`src/rtl/logic_gate_arbiter_pkg.sv`:
```
// Shared types and constants for the two-port gate arbiter.
// Opcodes, FSM encoding and the round-robin grant helper.
package logic_gate_pkg;

  localparam logic [1:0] OP_AND = 2'b00;
  localparam logic [1:0] OP_OR  = 2'b01;
  localparam logic [1:0] OP_NOT = 2'b10;
  localparam logic [1:0] OP_RSV = 2'b11;

  typedef enum logic [1:0] {
    ST_IDLE = 2'b00,
    ST_EXEC = 2'b01,
    ST_RESP = 2'b10
  } state_e;

  // bit0 = requester 0, bit1 = requester 1; one-hot or zero
  function automatic logic [1:0] rr_grant(
    input logic v0,
    input logic v1,
    input logic last
  );
    logic [1:0] g;
    g = 2'b00;
    if (v0 && v1) begin
      g = last ? 2'b01 : 2'b10;
    end else if (v0) begin
      g = 2'b01;
    end else if (v1) begin
      g = 2'b10;
    end
    return g;
  endfunction

endpackage

```
`src/rtl/logic_gate_arbiter_if.sv`:
```
// Request/response handshake bundle for the gate arbiter.
// master = requesters + consumer side, slave = arbiter side.
interface logic_gate_arbiter_if #(
  parameter int WIDTH = 4
);

  logic             iReq0Valid;
  logic             oReq0Ready;
  logic [1:0]       iReq0Op;
  logic [WIDTH-1:0] iReq0A;
  logic [WIDTH-1:0] iReq0B;

  logic             iReq1Valid;
  logic             oReq1Ready;
  logic [1:0]       iReq1Op;
  logic [WIDTH-1:0] iReq1A;
  logic [WIDTH-1:0] iReq1B;

  logic             oRspValid;
  logic             iRspReady;
  logic             oRspId;
  logic [WIDTH-1:0] oRspData;
  logic             oRspErr;
  logic [7:0]       oDoneCnt;

  modport master (
    output iReq0Valid, iReq0Op, iReq0A, iReq0B,
    input  oReq0Ready,
    output iReq1Valid, iReq1Op, iReq1A, iReq1B,
    input  oReq1Ready,
    input  oRspValid, oRspId, oRspData, oRspErr,
    output iRspReady,
    input  oDoneCnt
  );

  modport slave (
    input  iReq0Valid, iReq0Op, iReq0A, iReq0B,
    output oReq0Ready,
    input  iReq1Valid, iReq1Op, iReq1A, iReq1B,
    output oReq1Ready,
    output oRspValid, oRspId, oRspData, oRspErr,
    input  iRspReady,
    output oDoneCnt
  );

endinterface

```
`src/rtl/logic_gate_arbiter_gates_vec.sv`:
```
// Bitwise gate primitives shared by both requesters.
// Purely combinational; the arbiter picks one output.
module logic_gates_vec #(
  parameter int WIDTH = 4
) (
  input  logic [WIDTH-1:0] iA,
  input  logic [WIDTH-1:0] iB,
  output logic [WIDTH-1:0] oAnd,
  output logic [WIDTH-1:0] oOr,
  output logic [WIDTH-1:0] oNot
);

  assign oAnd = iA & iB;
  assign oOr  = iA | iB;
  assign oNot = ~iA;

endmodule

```
`src/rtl/logic_gate_arbiter.sv`:
```
// Round-robin arbiter sharing one gate unit between two
// requesters; IDLE -> EXEC -> RESP, registered response.
module logic_gate_arbiter
  import logic_gate_pkg::*;
#(
  parameter int WIDTH = 4
) (
  input logic                 iClk,
  input logic                 iRst,
  logic_gate_arbiter_if.slave bus
);

  state_e           state_q;
  logic             last_q;
  logic [1:0]       op_q;
  logic [WIDTH-1:0] a_q;
  logic [WIDTH-1:0] b_q;
  logic             id_q;

  logic             rsp_valid_q;
  logic             rsp_id_q;
  logic [WIDTH-1:0] rsp_data_q;
  logic             rsp_err_q;
  logic [7:0]       done_cnt_q;

  logic [1:0]       gnt_d;
  logic             idle;
  logic [WIDTH-1:0] g_and;
  logic [WIDTH-1:0] g_or;
  logic [WIDTH-1:0] g_not;
  logic [WIDTH-1:0] res_d;
  logic             err_d;

  assign idle  = (state_q == ST_IDLE);
  assign gnt_d = idle ? rr_grant(bus.iReq0Valid,
                                 bus.iReq1Valid,
                                 last_q)
                      : 2'b00;

  assign bus.oReq0Ready = gnt_d[0];
  assign bus.oReq1Ready = gnt_d[1];

  assign bus.oRspValid = rsp_valid_q;
  assign bus.oRspId    = rsp_id_q;
  assign bus.oRspData  = rsp_data_q;
  assign bus.oRspErr   = rsp_err_q;
  assign bus.oDoneCnt  = done_cnt_q;

  logic_gates_vec #(
    .WIDTH(WIDTH)
  ) u_gates (
    .iA  (a_q),
    .iB  (b_q),
    .oAnd(g_and),
    .oOr (g_or),
    .oNot(g_not)
  );

  // select the gate output for the latched opcode
  always_comb begin
    res_d = '0;
    err_d = 1'b0;
    unique case (1'b1)
      (op_q == OP_AND): res_d = g_and;
      (op_q == OP_OR):  res_d = g_or;
      (op_q == OP_NOT): res_d = g_not;
      (op_q == OP_RSV): err_d = 1'b1;
    endcase
  end

  // transaction sequencer with registered response outputs
  always_ff @(posedge iClk) begin
    if (iRst) begin
      state_q     <= ST_IDLE;
      last_q      <= 1'b1;
      op_q        <= OP_AND;
      a_q         <= '0;
      b_q         <= '0;
      id_q        <= 1'b0;
      rsp_valid_q <= 1'b0;
      rsp_id_q    <= 1'b0;
      rsp_data_q  <= '0;
      rsp_err_q   <= 1'b0;
      done_cnt_q  <= 8'd0;
    end else begin
      unique case (state_q)
        ST_IDLE: begin
          if (gnt_d[1]) begin
            state_q <= ST_EXEC;
            op_q    <= bus.iReq1Op;
            a_q     <= bus.iReq1A;
            b_q     <= bus.iReq1B;
            id_q    <= 1'b1;
            last_q  <= 1'b1;
          end else if (gnt_d[0]) begin
            state_q <= ST_EXEC;
            op_q    <= bus.iReq0Op;
            a_q     <= bus.iReq0A;
            b_q     <= bus.iReq0B;
            id_q    <= 1'b0;
            last_q  <= 1'b0;
          end
        end
        ST_EXEC: begin
          state_q     <= ST_RESP;
          rsp_valid_q <= 1'b1;
          rsp_data_q  <= res_d;
          rsp_err_q   <= err_d;
          rsp_id_q    <= id_q;
        end
        ST_RESP: begin
          if (bus.iRspReady) begin
            state_q     <= ST_IDLE;
            rsp_valid_q <= 1'b0;
            done_cnt_q  <= done_cnt_q + 8'd1;
          end
        end
        default: begin
          state_q     <= ST_IDLE;
          rsp_valid_q <= 1'b0;
        end
      endcase
    end
  end

endmodule

```
`src/flat_wrapper.sv`:
```
// flat-port wrapper written by rule: the top's interface ports become plain ports
module logic_gate_arbiter_flat import logic_gate_pkg::*;
#(
  parameter int WIDTH = 4
)
  (iClk, iRst, bus_iReq0Valid, bus_iReq0Op, bus_iReq0A, bus_iReq0B, bus_oReq0Ready, bus_iReq1Valid, bus_iReq1Op, bus_iReq1A, bus_iReq1B, bus_oReq1Ready, bus_oRspValid, bus_oRspId, bus_oRspData, bus_oRspErr, bus_iRspReady, bus_oDoneCnt);
  logic_gate_arbiter_if #(.WIDTH(WIDTH)) bus_i ();
  input logic iClk;
  input logic iRst;
  input wire logic [$bits(bus_i.iReq0Valid)-1:0] bus_iReq0Valid;
  input wire logic [$bits(bus_i.iReq0Op)-1:0] bus_iReq0Op;
  input wire logic [$bits(bus_i.iReq0A)-1:0] bus_iReq0A;
  input wire logic [$bits(bus_i.iReq0B)-1:0] bus_iReq0B;
  output wire logic [$bits(bus_i.oReq0Ready)-1:0] bus_oReq0Ready;
  input wire logic [$bits(bus_i.iReq1Valid)-1:0] bus_iReq1Valid;
  input wire logic [$bits(bus_i.iReq1Op)-1:0] bus_iReq1Op;
  input wire logic [$bits(bus_i.iReq1A)-1:0] bus_iReq1A;
  input wire logic [$bits(bus_i.iReq1B)-1:0] bus_iReq1B;
  output wire logic [$bits(bus_i.oReq1Ready)-1:0] bus_oReq1Ready;
  output wire logic [$bits(bus_i.oRspValid)-1:0] bus_oRspValid;
  output wire logic [$bits(bus_i.oRspId)-1:0] bus_oRspId;
  output wire logic [$bits(bus_i.oRspData)-1:0] bus_oRspData;
  output wire logic [$bits(bus_i.oRspErr)-1:0] bus_oRspErr;
  input wire logic [$bits(bus_i.iRspReady)-1:0] bus_iRspReady;
  output wire logic [$bits(bus_i.oDoneCnt)-1:0] bus_oDoneCnt;
  assign bus_i.iReq0Valid = bus_iReq0Valid;
  assign bus_i.iReq0Op = bus_iReq0Op;
  assign bus_i.iReq0A = bus_iReq0A;
  assign bus_i.iReq0B = bus_iReq0B;
  assign bus_oReq0Ready = bus_i.oReq0Ready;
  assign bus_i.iReq1Valid = bus_iReq1Valid;
  assign bus_i.iReq1Op = bus_iReq1Op;
  assign bus_i.iReq1A = bus_iReq1A;
  assign bus_i.iReq1B = bus_iReq1B;
  assign bus_oReq1Ready = bus_i.oReq1Ready;
  assign bus_oRspValid = bus_i.oRspValid;
  assign bus_oRspId = bus_i.oRspId;
  assign bus_oRspData = bus_i.oRspData;
  assign bus_oRspErr = bus_i.oRspErr;
  assign bus_i.iRspReady = bus_iRspReady;
  assign bus_oDoneCnt = bus_i.oDoneCnt;
  logic_gate_arbiter #(.WIDTH(WIDTH)) u_core (.iClk(iClk), .iRst(iRst), .bus(bus_i));
endmodule
```
`config.mk`:
```
export PLATFORM = sky130hd
export DESIGN_NAME = logic_gate_arbiter_flat
export DESIGN_NICKNAME = d
export VERILOG_FILES = /design/src/rtl/logic_gate_arbiter_pkg.sv /design/src/rtl/logic_gate_arbiter_if.sv /design/src/rtl/logic_gate_arbiter_gates_vec.sv /design/src/rtl/logic_gate_arbiter.sv /design/src/flat_wrapper.sv
export SDC_FILE = /design/constraint.sdc
export NUM_CORES = 1
export LEC_CHECK = 0
export BUFFER_PORTS_ARGS = -buffer_cell sky130_fd_sc_hd__buf_2
export CAP_MARGIN = 20
export CELL_PAD_IN_SITES_DETAIL_PLACEMENT = 1
export CELL_PAD_IN_SITES_GLOBAL_PLACEMENT = 1
export CORE_MARGIN = 2
export CORE_UTILIZATION = 35
export CTS_CLUSTER_SIZE = 25
export DETAILED_ROUTE_END_ITERATION = 7
export PLACE_DENSITY_LB_ADDON = 0.1
export SYNTH_ARGS = -nofsm -noshare
export SYNTH_HDL_FRONTEND = slang
export SYNTH_SLANG_ARGS = --single-unit
```
`constraint.sdc`:
```
create_clock -name iClk -period 3.29 [get_ports iClk]
set_clock_uncertainty 0.05 [all_clocks]
set_input_delay 0.1645 -clock iClk [delete_from_list [all_inputs] [get_ports iClk]]
set_output_delay 0.1645 -clock iClk [all_outputs]
set_load 0.02 [all_outputs]
```
### Word-level counts from Yosys, hierarchy flattened

Cells that the tools add are included.

* bits in registers: 29
* input port bits: 25
* logic and storage cells: 52
* output and inout port bits: 17

* add/sub/neg operators: 1
* eq/ne operators: 7
* mux-type cells: 21
* reductions and logical operators: 8
* bitwise logic cells: 4

Operators with widths (count)
* 2-bit two-way mux: 10
* 4-bit two-way mux: 4
* 4-bit one-hot mux with 3 select lines: 1
* 8-bit by 1-bit adder with 8-bit output, second input constant: 1
* 2-bit AND reduction: 4
* 2-bit == test, second input constant: 3
* 2-bit one-hot mux with 3 select lines: 1
* 4-bit bitwise AND: 1
* 2-bit by 1-bit == test with 1-bit output, second input constant: 2
* 2-bit zero test: 2
* 1-bit two-way mux: 4
* 4-bit NOT: 1
* 4-bit bitwise OR: 1
* 3-bit by 1-bit != test with 1-bit output, second input constant: 1
* 1-bit one-hot mux with 3 select lines: 1
* 2-bit != test, second input constant: 1
* 2-bit nonzero test: 1
* 1-bit logical AND: 1
* 1-bit NOT: 1

### Logic depth before layout (Yosys ltp)

Gate-level depths: netlist of the first run.

* word-level depth: 7
* depth in mapped cells: 4
* depth with buffers taken out: 4

### By module

Synthesis of the first run repeated with hierarchy kept, for this count alone.

* cells, all modules: 170
* area total of the unflattened synthesis: 1443.9 um^2

By module, submodules not included
* logic_gate_arbiter: cells an instance 158, area an instance 1376.3 um^2, instances 1
* logic_gates_vec: cells an instance 12, area an instance 67.6 um^2, instances 1

### Worst setup path after synthesis of the first run

No wires, ideal clock.

* path kind: register -> register
* from: register u_core.done_cnt_q[0] (netlist: u_core.bus.oDoneCnt[0])
* to: register u_core.done_cnt_q[6] (netlist: u_core.bus.oDoneCnt[6])
* stages on the path, launching flop included: 5
* period minus slack after synthesis: 1468 ps
* library setup time: 70 ps
* required time: 3170 ps
* arrival: 1348 ps
* path slack: 1822 ps
* cells stage by stage: dfxtp_1 ha_1 nand4b_1 or4_1 a21oi_1

* longest elaborated chain between the ends: 1

Ends and longest elaborated chain
* from (decl): line logic_gate_arbiter.sv:24 `logic [7:0] done_cnt_q;`
* from (signal assigned): line logic_gate_arbiter.sv:115 `done_cnt_q <= done_cnt_q + 8'd1;`
* 8-bit by 1-bit adder with 8-bit output: line logic_gate_arbiter.sv:115

Every way passes these cells.
A chain may end at the register's enable or synchronous reset.

### Worst setup path after layout of the first run

* from: register u_core.state_q[1]
* to: output bus_oReq1Ready

* longest elaborated chain between the ends: 2

Ends and longest elaborated chain
* from (decl): line logic_gate_arbiter.sv:13 `state_e state_q;`
* from (signal assigned): line logic_gate_arbiter.sv:74 `state_q <= ST_IDLE;`
* from (signal assigned): line logic_gate_arbiter.sv:89 `state_q <= ST_EXEC;`
* from (signal assigned): line logic_gate_arbiter.sv:96 `state_q <= ST_EXEC;`
* 2-bit zero test: line logic_gate_arbiter.sv:34 `assign idle = (state_q == ST_IDLE);`
* 2-bit two-way mux: line logic_gate_arbiter.sv:35 `assign gnt_d = idle ? rr_grant(bus.iReq0Valid,`
* to (decl): line flat_wrapper.sv:19 `output wire logic [$bits(bus_i.oReq1Ready)-1:0] bus_oReq1Ready;`

Every way passes these cells.

==> results of run 1 <==
## layout make-up
type / instances / area share
Sequential cell: 29 / 0.329
Clock inverter: 1 / 0.00283
Inverter: 4 / 0.00850
Clock buffer: 7 / 0.0546
Timing Repair Buffer: 42 / 0.120
Tap cell: 50 / 0.0354
Multi-Input combinational cell: 115 / 0.449
## power by group
group	internal, mW	switching [mW]
registers	0.379	0.0288
clock network	0.189	0.142
logic	0.0608	0.0792
total	0.629	0.250
## flip-flops by register name (all words and copies together), names as in the netlist
signal / flops
u_core.bus.oDoneCnt: 8
u_core.bus.oRspErr: 1
u_core.bus.oRspValid: 1
u_core.op_q: 2
u_core.id_q: 1
u_core.state_q: 2
u_core.b_q: 4
u_core.last_q: 1
u_core.bus.oRspData: 4
u_core.a_q: 4
u_core.bus.oRspId: 1
## per-layer routing
metal | GRT usage | wire (µm) | share of wire
met5 | 0 | 0 | 0
met4 | 0.0600 | 35 | 0.0088
met3 | 0.0493 | 154 | 0.039
met2 | 0.296 | 1920 | 0.48
met1 | 0.249 | 1880 | 0.47
## cells in the mapped netlist, types with 2 or more instances
cell                       instances  area, µm²
sky130_fd_sc_hd__nor2_1            4       15.0
sky130_fd_sc_hd__nand3_1           5       25.0
sky130_fd_sc_hd__and4_1           20        175
sky130_fd_sc_hd__a21oi_1          14       70.1
sky130_fd_sc_hd__o31ai_1           3       22.5
sky130_fd_sc_hd__or3_1             2       12.5
sky130_fd_sc_hd__inv_1             4       15.0
sky130_fd_sc_hd__o221a_2           4       45.0
sky130_fd_sc_hd__dfxtp_1          29        581
sky130_fd_sc_hd__or4_1             3       22.5
sky130_fd_sc_hd__a221o_1          10        100
sky130_fd_sc_hd__clkbuf_1         10       37.5
sky130_fd_sc_hd__or3b_2            2       17.5
sky130_fd_sc_hd__nand2_1          12       45.0
sky130_fd_sc_hd__o21ai_0          11       55.1
sky130_fd_sc_hd__nor2b_1          11       68.8
## path summary, 6_finish.rpt
| check | from | endpoint | slack (ps) | cells past startpoint |
|---|---|---|---|---|
| worst min register to register | u_core.bus.oRspErr | u_core.bus.oRspErr | 420 | 2 |
| worst max register to register | u_core.state_q[1] | u_core.b_q[0] | 1480 | 4 |
| worst min-delay path | bus_iRspReady | u_core.state_q[1] | 170 | 3 |
| worst max-delay path | u_core.state_q[1] | bus_oReq1Ready | 1310 | 5 |
## cell families after synthesis
group                      share of synthesized area
DFF                                            0.406
muxes                                        0.00699
xor gates and xnor gates                      0.0122
buffers and inverters                         0.0402
AOI/OAI and AO/OA                              0.223
adders and majority gates                    0.00874
and+or+nand+nor                                0.303
## worst max-delay path, cell delays in order (launching register included)
cell	delay (ps)
sky130_fd_sc_hd__dfxtp_1	380
sky130_fd_sc_hd__nor2_1	140
sky130_fd_sc_hd__buf_4	240
sky130_fd_sc_hd__nand3_1	420
sky130_fd_sc_hd__inv_1	140
sky130_fd_sc_hd__buf_2	170
## per-stage QoR
step	worst slack, ps	hold slack [ps]	total power [mW]	utilization
2_1_floorplan	1820	301	0.503	-
3_3_place_gp	1580	399	0.549	0.419
3_5_place_dp	1510	408	0.556	0.419
4_1_cts	1300	169	0.890	0.445
5_1_grt	1190	174	0.928	0.445
6_report	1310	174	0.879	0.445
==> reports/qor.tcl, run 1 <==
set qor(outcome) {finished, final reports clean}
set qor(grt_setup_unrepaired) {no}
set qor(timing.final.crit_period_ps) 1980
set qor(postRouteAntennaNets) 0
set qor(initial_utilization) 0.360
set qor(syn_nets) 185
set qor(first_global_vias) 1351
set qor(clk_latency_ps) 280
set qor(setup_viol_count_final) 0
set qor(min-delay-path-class) {in2reg}
set qor(grt.overflow.total) 0
set qor(synth.avg_cell_area_um2) 9.00
set qor(sequential_cell_area_um2) 581
set qor(kind_of_end_point_of_the_critical_path) {primary output}
set qor(timing.setup.critical_path_class) {reg2out}
set qor(peak_vdd_ir_mv) 0.208
set qor(timing.critical_path.fanout_max) 24
set qor(syn_to_final_growth_pct) 23.3
set qor(final-hold-violation-count) 0
set qor(design.portCount) 42
set qor(grtUsageTotal) 0.188
set qor(clk_path_buf_depth) 2
set qor(maxSlewHeadroom) 0.555
set qor(routed_wire_length_per_instance_um) 16.1
set qor(synthDistinctLibCells) 31
set qor(arrival_ps) 1770
set qor(n_antenna_cell) 0
set qor(gp_congestion) 0.702
set qor(layout_commonest_cell) {sky130_fd_sc_hd__buf_2}
set qor(clock.fmax_ghz) 0.504
set qor(portBuffers) 41
set qor(post_synth_inst_count) 159
set qor(number_of_search_and_repair_iterations_in_the_first_detailed_routing_pass) 4
set qor(number_of_antenna_violations_at_the_first_check_in_global_routing) 0
set qor(finalCritPeriodShare) 0.603
set qor(worstMarginPinSlew_ps) 667
set qor(layout.filler_cells) 478
set qor(clock_tree_from_tritoncts) {yes}
set qor(floorplan.die_area_um2) 4620
set qor(post-route-drc-count) 0
set qor(cts-root-buf) {sky130_fd_sc_hd__clkbuf_8}
set qor(multi_input_comb_area_um2) 793
set qor(max_cap_violations) 0
set qor(critPathLaunchType) {register}
set qor(cts_made_buffers) 5
set qor(cts_sinks) 29
set qor(placed_cell_area_um2) 1660
set qor(wirelength_um) 3990
set qor(instances_no_fill) 248
set qor(grt_start_max_net_pins) 25
set qor(grt_first_pass_wirelength_um) 6390
set qor(fp.coreArea_um2) 3970
set qor(synth_area_um2) 1430
set qor(synth_async_sr_flop_share) 0
set qor(report.final.slew_viol_count) 0
set qor(drt_first_iter_violations) 56
set qor(post_cts.resized_instances) 0
set qor(hpwlAfterDp_um) 2910
set qor(fin_area_um2) 1770
set qor(power_per_cell_area_nw_per_um2) 498
set qor(post_route_cells_drive_above_1_share) 0.298
set qor(clk_pin_slew_worst_setup_hold_paths_ps) 60
set qor(post_cts_buffers) 0
set qor(synth-edff-count) 0
set qor(num-nets-final) 223
set qor(layout_common_cells) {41 x sky130_fd_sc_hd__buf_2, 29 x sky130_fd_sc_hd__dfxtp_1, 20 x sky130_fd_sc_hd__and4_1, 14 x sky130_fd_sc_hd__a21oi_1, 12 x sky130_fd_sc_hd__nand2_1}
set qor(totalNegativeSetupSlack_ps) 0
set qor(synth-seq-cells) 29
set qor(via_per_inst) 5.53
set qor(rows) 23
set qor(die_y_um) 68.0
set qor(synth-main-ff-cell) {sky130_fd_sc_hd__dfxtp_1}
set qor(placedCellCount) 240
set qor(vias) 1372
set qor(yosysSeqAreaShare) 0.406
set qor(cts-htree-levels) 2
set qor(cp_data_required_time_ps) 3080
set qor(horiz_die_dim_um) 68.0
set qor(cts.hold.buffers_added) 0
set qor(leakage_nw) 0.765
set qor(yosys_warnings) 0
Power figures use the tool's default switching activity.
==> inputs of run 2 (changes only) <==
- clock period: 3.29 -> 1.9 ns (I/O delays scaled with it)
==> run 2 against run 1 <==
Effect of this change: cell count rose by 1.2%; setup slack got worse by 1100 ps; combinational power rose by 77%; register-to-register slack got worse by 1100 ps; non-clock buffer count rose by 3; global-route usage fell by 0.36 points; largest cell class unchanged; highest routed layer unchanged.
==> reports/qor.tcl, run 2 (same netlist as run 1, synthesis figures left out) <==
set qor(outcome) {finished, final reports clean}
set qor(r2r-end) {u_core.op_q[0]}
set qor(timing.rr.start) {u_core.state_q[1]}
set qor(netSwitchingFraction) 0.274 ;# -0.00996
set qor(layout.filler_cells) 492 ;# +2.9%
set qor(post-route-drc-count) 0 ;# unchanged
set qor(number_of_search_and_repair_iterations_in_the_first_detailed_routing_pass) 4 ;# unchanged
set qor(rows) 23 ;# unchanged
set qor(clk_path_buf_depth) 2 ;# unchanged
set qor(layout_common_cells) {41 x sky130_fd_sc_hd__buf_2, 29 x sky130_fd_sc_hd__dfxtp_1, 20 x sky130_fd_sc_hd__and4_1, 14 x sky130_fd_sc_hd__a21oi_1, 12 x sky130_fd_sc_hd__nand2_1}
set qor(worstRegToRegCells) 3 ;# -1
set qor(die_y_um) 68.0 ;# unchanged
set qor(critPathLaunchType) {register}
set qor(gp_congestion) 0.747 ;# +6.4%
set qor(timing.final.crit_period_ps) 1690
set qor(kind_of_end_point_of_the_critical_path) {primary output}
set qor(cts-root-buf) {sky130_fd_sc_hd__clkbuf_8}
set qor(clkPwrFrac) 0.371 ;# -0.005
set qor(sum_of_internal_switching_and_leakage_power_mw) 1.51 ;# +72%
set qor(power_frac_seq) 0.465 ;# about the same
set qor(design.portCount) 42 ;# unchanged
set qor(grtUsageTotal) 0.184 ;# -0.00361
set qor(via_per_inst) 5.62 ;# +1.5%
set qor(crit_buf_inv) 2 ;# -1
set qor(cts.hold.buffers_added) 0 ;# unchanged
set qor(number_of_antenna_violations_at_the_first_check_in_global_routing) 0 ;# unchanged
set qor(post_cts_buffers) 0 ;# unchanged
set qor(report.final.slew_viol_count) 0 ;# unchanged
set qor(power.switching_mw) 0.415 ;# +66%
set qor(worst-r2r-setup-slack_ps) 360 ;# -1120 ps
set qor(cts_sinks) 29 ;# unchanged
set qor(peak_vdd_ir_mv) 0.366 ;# +76%
set qor(final-hold-violation-count) 0 ;# unchanged
set qor(clock.fmax_ghz) 0.592
set qor(worstMarginPinSlew_ps) 459 ;# -207 ps
set qor(first_global_vias) 1364 ;# +0.96%
set qor(crit_chain) {nor2_1 > nand3_1 > inv_1 > buf_2}
set qor(post_route_cells_drive_above_1_share) 0.308 ;# +0.0105
set qor(finalCritPeriodShare) 0.889
set qor(crit_path_top_delay_cell) {sky130_fd_sc_hd__dfxtp_1}
set qor(num-nets-final) 226 ;# +1.3%
set qor(syn_to_final_growth_pct) 24.9
set qor(grt_first_pass_wirelength_um) 6360 ;# -0.44%
set qor(critical-path-max-stage-delay_ps) 380 ;# -40 ps
set qor(n_antenna_cell) 0 ;# unchanged
set qor(power_per_cell_area_nw_per_um2) 845 ;# +70%
set qor(vias) 1410 ;# +2.8%
set qor(grt.overflow.total) 0 ;# unchanged
set qor(multi_input_comb_area_um2) 793 ;# unchanged
set qor(routed_wire_length_per_instance_um) 15.4 ;# -4.4%
set qor(instances_no_fill) 251 ;# +1.2%
set qor(min-delay-path-class) {in2reg}
set qor(clock_tree_from_tritoncts) {yes}
set qor(horiz_die_dim_um) 68.0 ;# unchanged
set qor(largest_register_ffs) 8 ;# unchanged
set qor(timing.setup.critical_path_class) {reg2out}
set qor(grt_start_max_net_pins) 19 ;# -24%
set qor(internal_power_mw) 1.10 ;# +74%
set qor(leakage_nw) 0.779 ;# +1.9%
set qor(hpwlAfterDp_um) 2870 ;# -1.3%
set qor(hold-path-cell-count) 3 ;# unchanged
set qor(grt_setup_unrepaired) {no}
set qor(initial_utilization) 0.360 ;# unchanged
set qor(postRouteAntennaNets) 0 ;# unchanged
set qor(portBuffers) 41 ;# unchanged
set qor(timing.critical_path.fanout_max) 12 ;# -50%
set qor(fp.coreArea_um2) 3970 ;# unchanged
set qor(layout_commonest_cell) {sky130_fd_sc_hd__buf_2}
set qor(clk_latency_ps) 280 ;# about the same
set qor(cts-htree-levels) 2 ;# unchanged
set qor(end_point_of_the_worst_hold_path) {u_core.state_q[1]}
set qor(crit_path_start) {u_core.state_q[1]}
set qor(totalNegativeSetupSlack_ps) 0 ;# unchanged
set qor(max_cap_violations) 0 ;# unchanged
set qor(clk_pin_slew_worst_setup_hold_paths_ps) 60 ;# about the same
set qor(arrival_ps) 1540 ;# -230 ps
set qor(wirelength_um) 3860 ;# -3.3%
set qor(share_comb_of_total_power) 0.164 ;# +0.005
set qor(cts_made_buffers) 5 ;# unchanged
set qor(path_delay_family) {simple AND/OR/NAND/NOR gates}
set qor(floorplan.die_area_um2) 4620 ;# unchanged
set qor(placedCellCount) 243 ;# +1.3%
set qor(drt_first_iter_violations) 70 ;# +25%
set qor(sequential_cell_area_um2) 581 ;# unchanged
set qor(setup_viol_count_final) 0 ;# unchanged
set qor(maxSlewHeadroom) 0.694 ;# +0.139
set qor(hold_path.startpoint) {bus_iRspReady}
set qor(cp_data_required_time_ps) 1750 ;# -1330 ps
set qor(post_cts.resized_instances) 0 ;# unchanged
==> run 2: changes by cell type in the layout (fill, tap and decap cells not counted) <==
| cell | previous run | this run |
|---|---|---|
| sky130_fd_sc_hd__buf_4 | 1 | 4 |
==> run 2: power groups by stage <==
stage	clock [mW]	sequential (mW)	combinational, mW
after floorplan	0	0.715	0.155
after global placement	0	0.714	0.242
after detailed placement	0	0.718	0.248
after CTS	0.572	0.705	0.249
after global routing	0.608	0.714	0.276
final	0.561	0.703	0.248
==> run 2: routing by layer <==
metal / up-vias / wire [µm] / GRT usage
met2: 29 / 1790 / 0.295
li1: 695 / - / -
met4: 0 / 55 / 0.0750
met3: 7 / 146 / 0.0428
met1: 679 / 1860 / 0.237
met5: - / 0 / 0
==> run 2: cell type report <==
class,count,area share
clock inverters,1,0.00280
flip-flops and latches,29,0.325
well taps,50,0.0350
multi-input cells,115,0.444
clock buffers,7,0.0539
repair buffers,45,0.132
inverters,4,0.00840
==> run 2: worst max path at each step <==
stage,end,slack [ps],depth (start not counted)
global route,bus_oReq1Ready,80,4
detailed placement,u_core.op_q[0],370,3
global placement,u_core.b_q[1],430,3
finish,bus_oReq1Ready,210,4
CTS,bus_oReq1Ready,200,4
floorplan,u_core.bus.oDoneCnt[6],430,4
==> run 2: through the flow <==
step           worst slack [ps]  hold WS [ps]  utilization  area (µm²)
4_1_cts                     203           102        0.450        1790
3_3_place_gp                431           384        0.425        1690
5_1_grt                    76.1           136        0.450        1790
2_1_floorplan               432           231            -        1430
3_5_place_dp                373           395        0.425        1690
6_report                    212           101        0.450        1790
==> run 2: worst register-to-register path, stage by stage (launching register included) <==
cell and delay (ps):
sky130_fd_sc_hd__dfxtp_1 380, sky130_fd_sc_hd__nor2_1 200, sky130_fd_sc_hd__nand3_1 360, sky130_fd_sc_hd__a221o_1 450
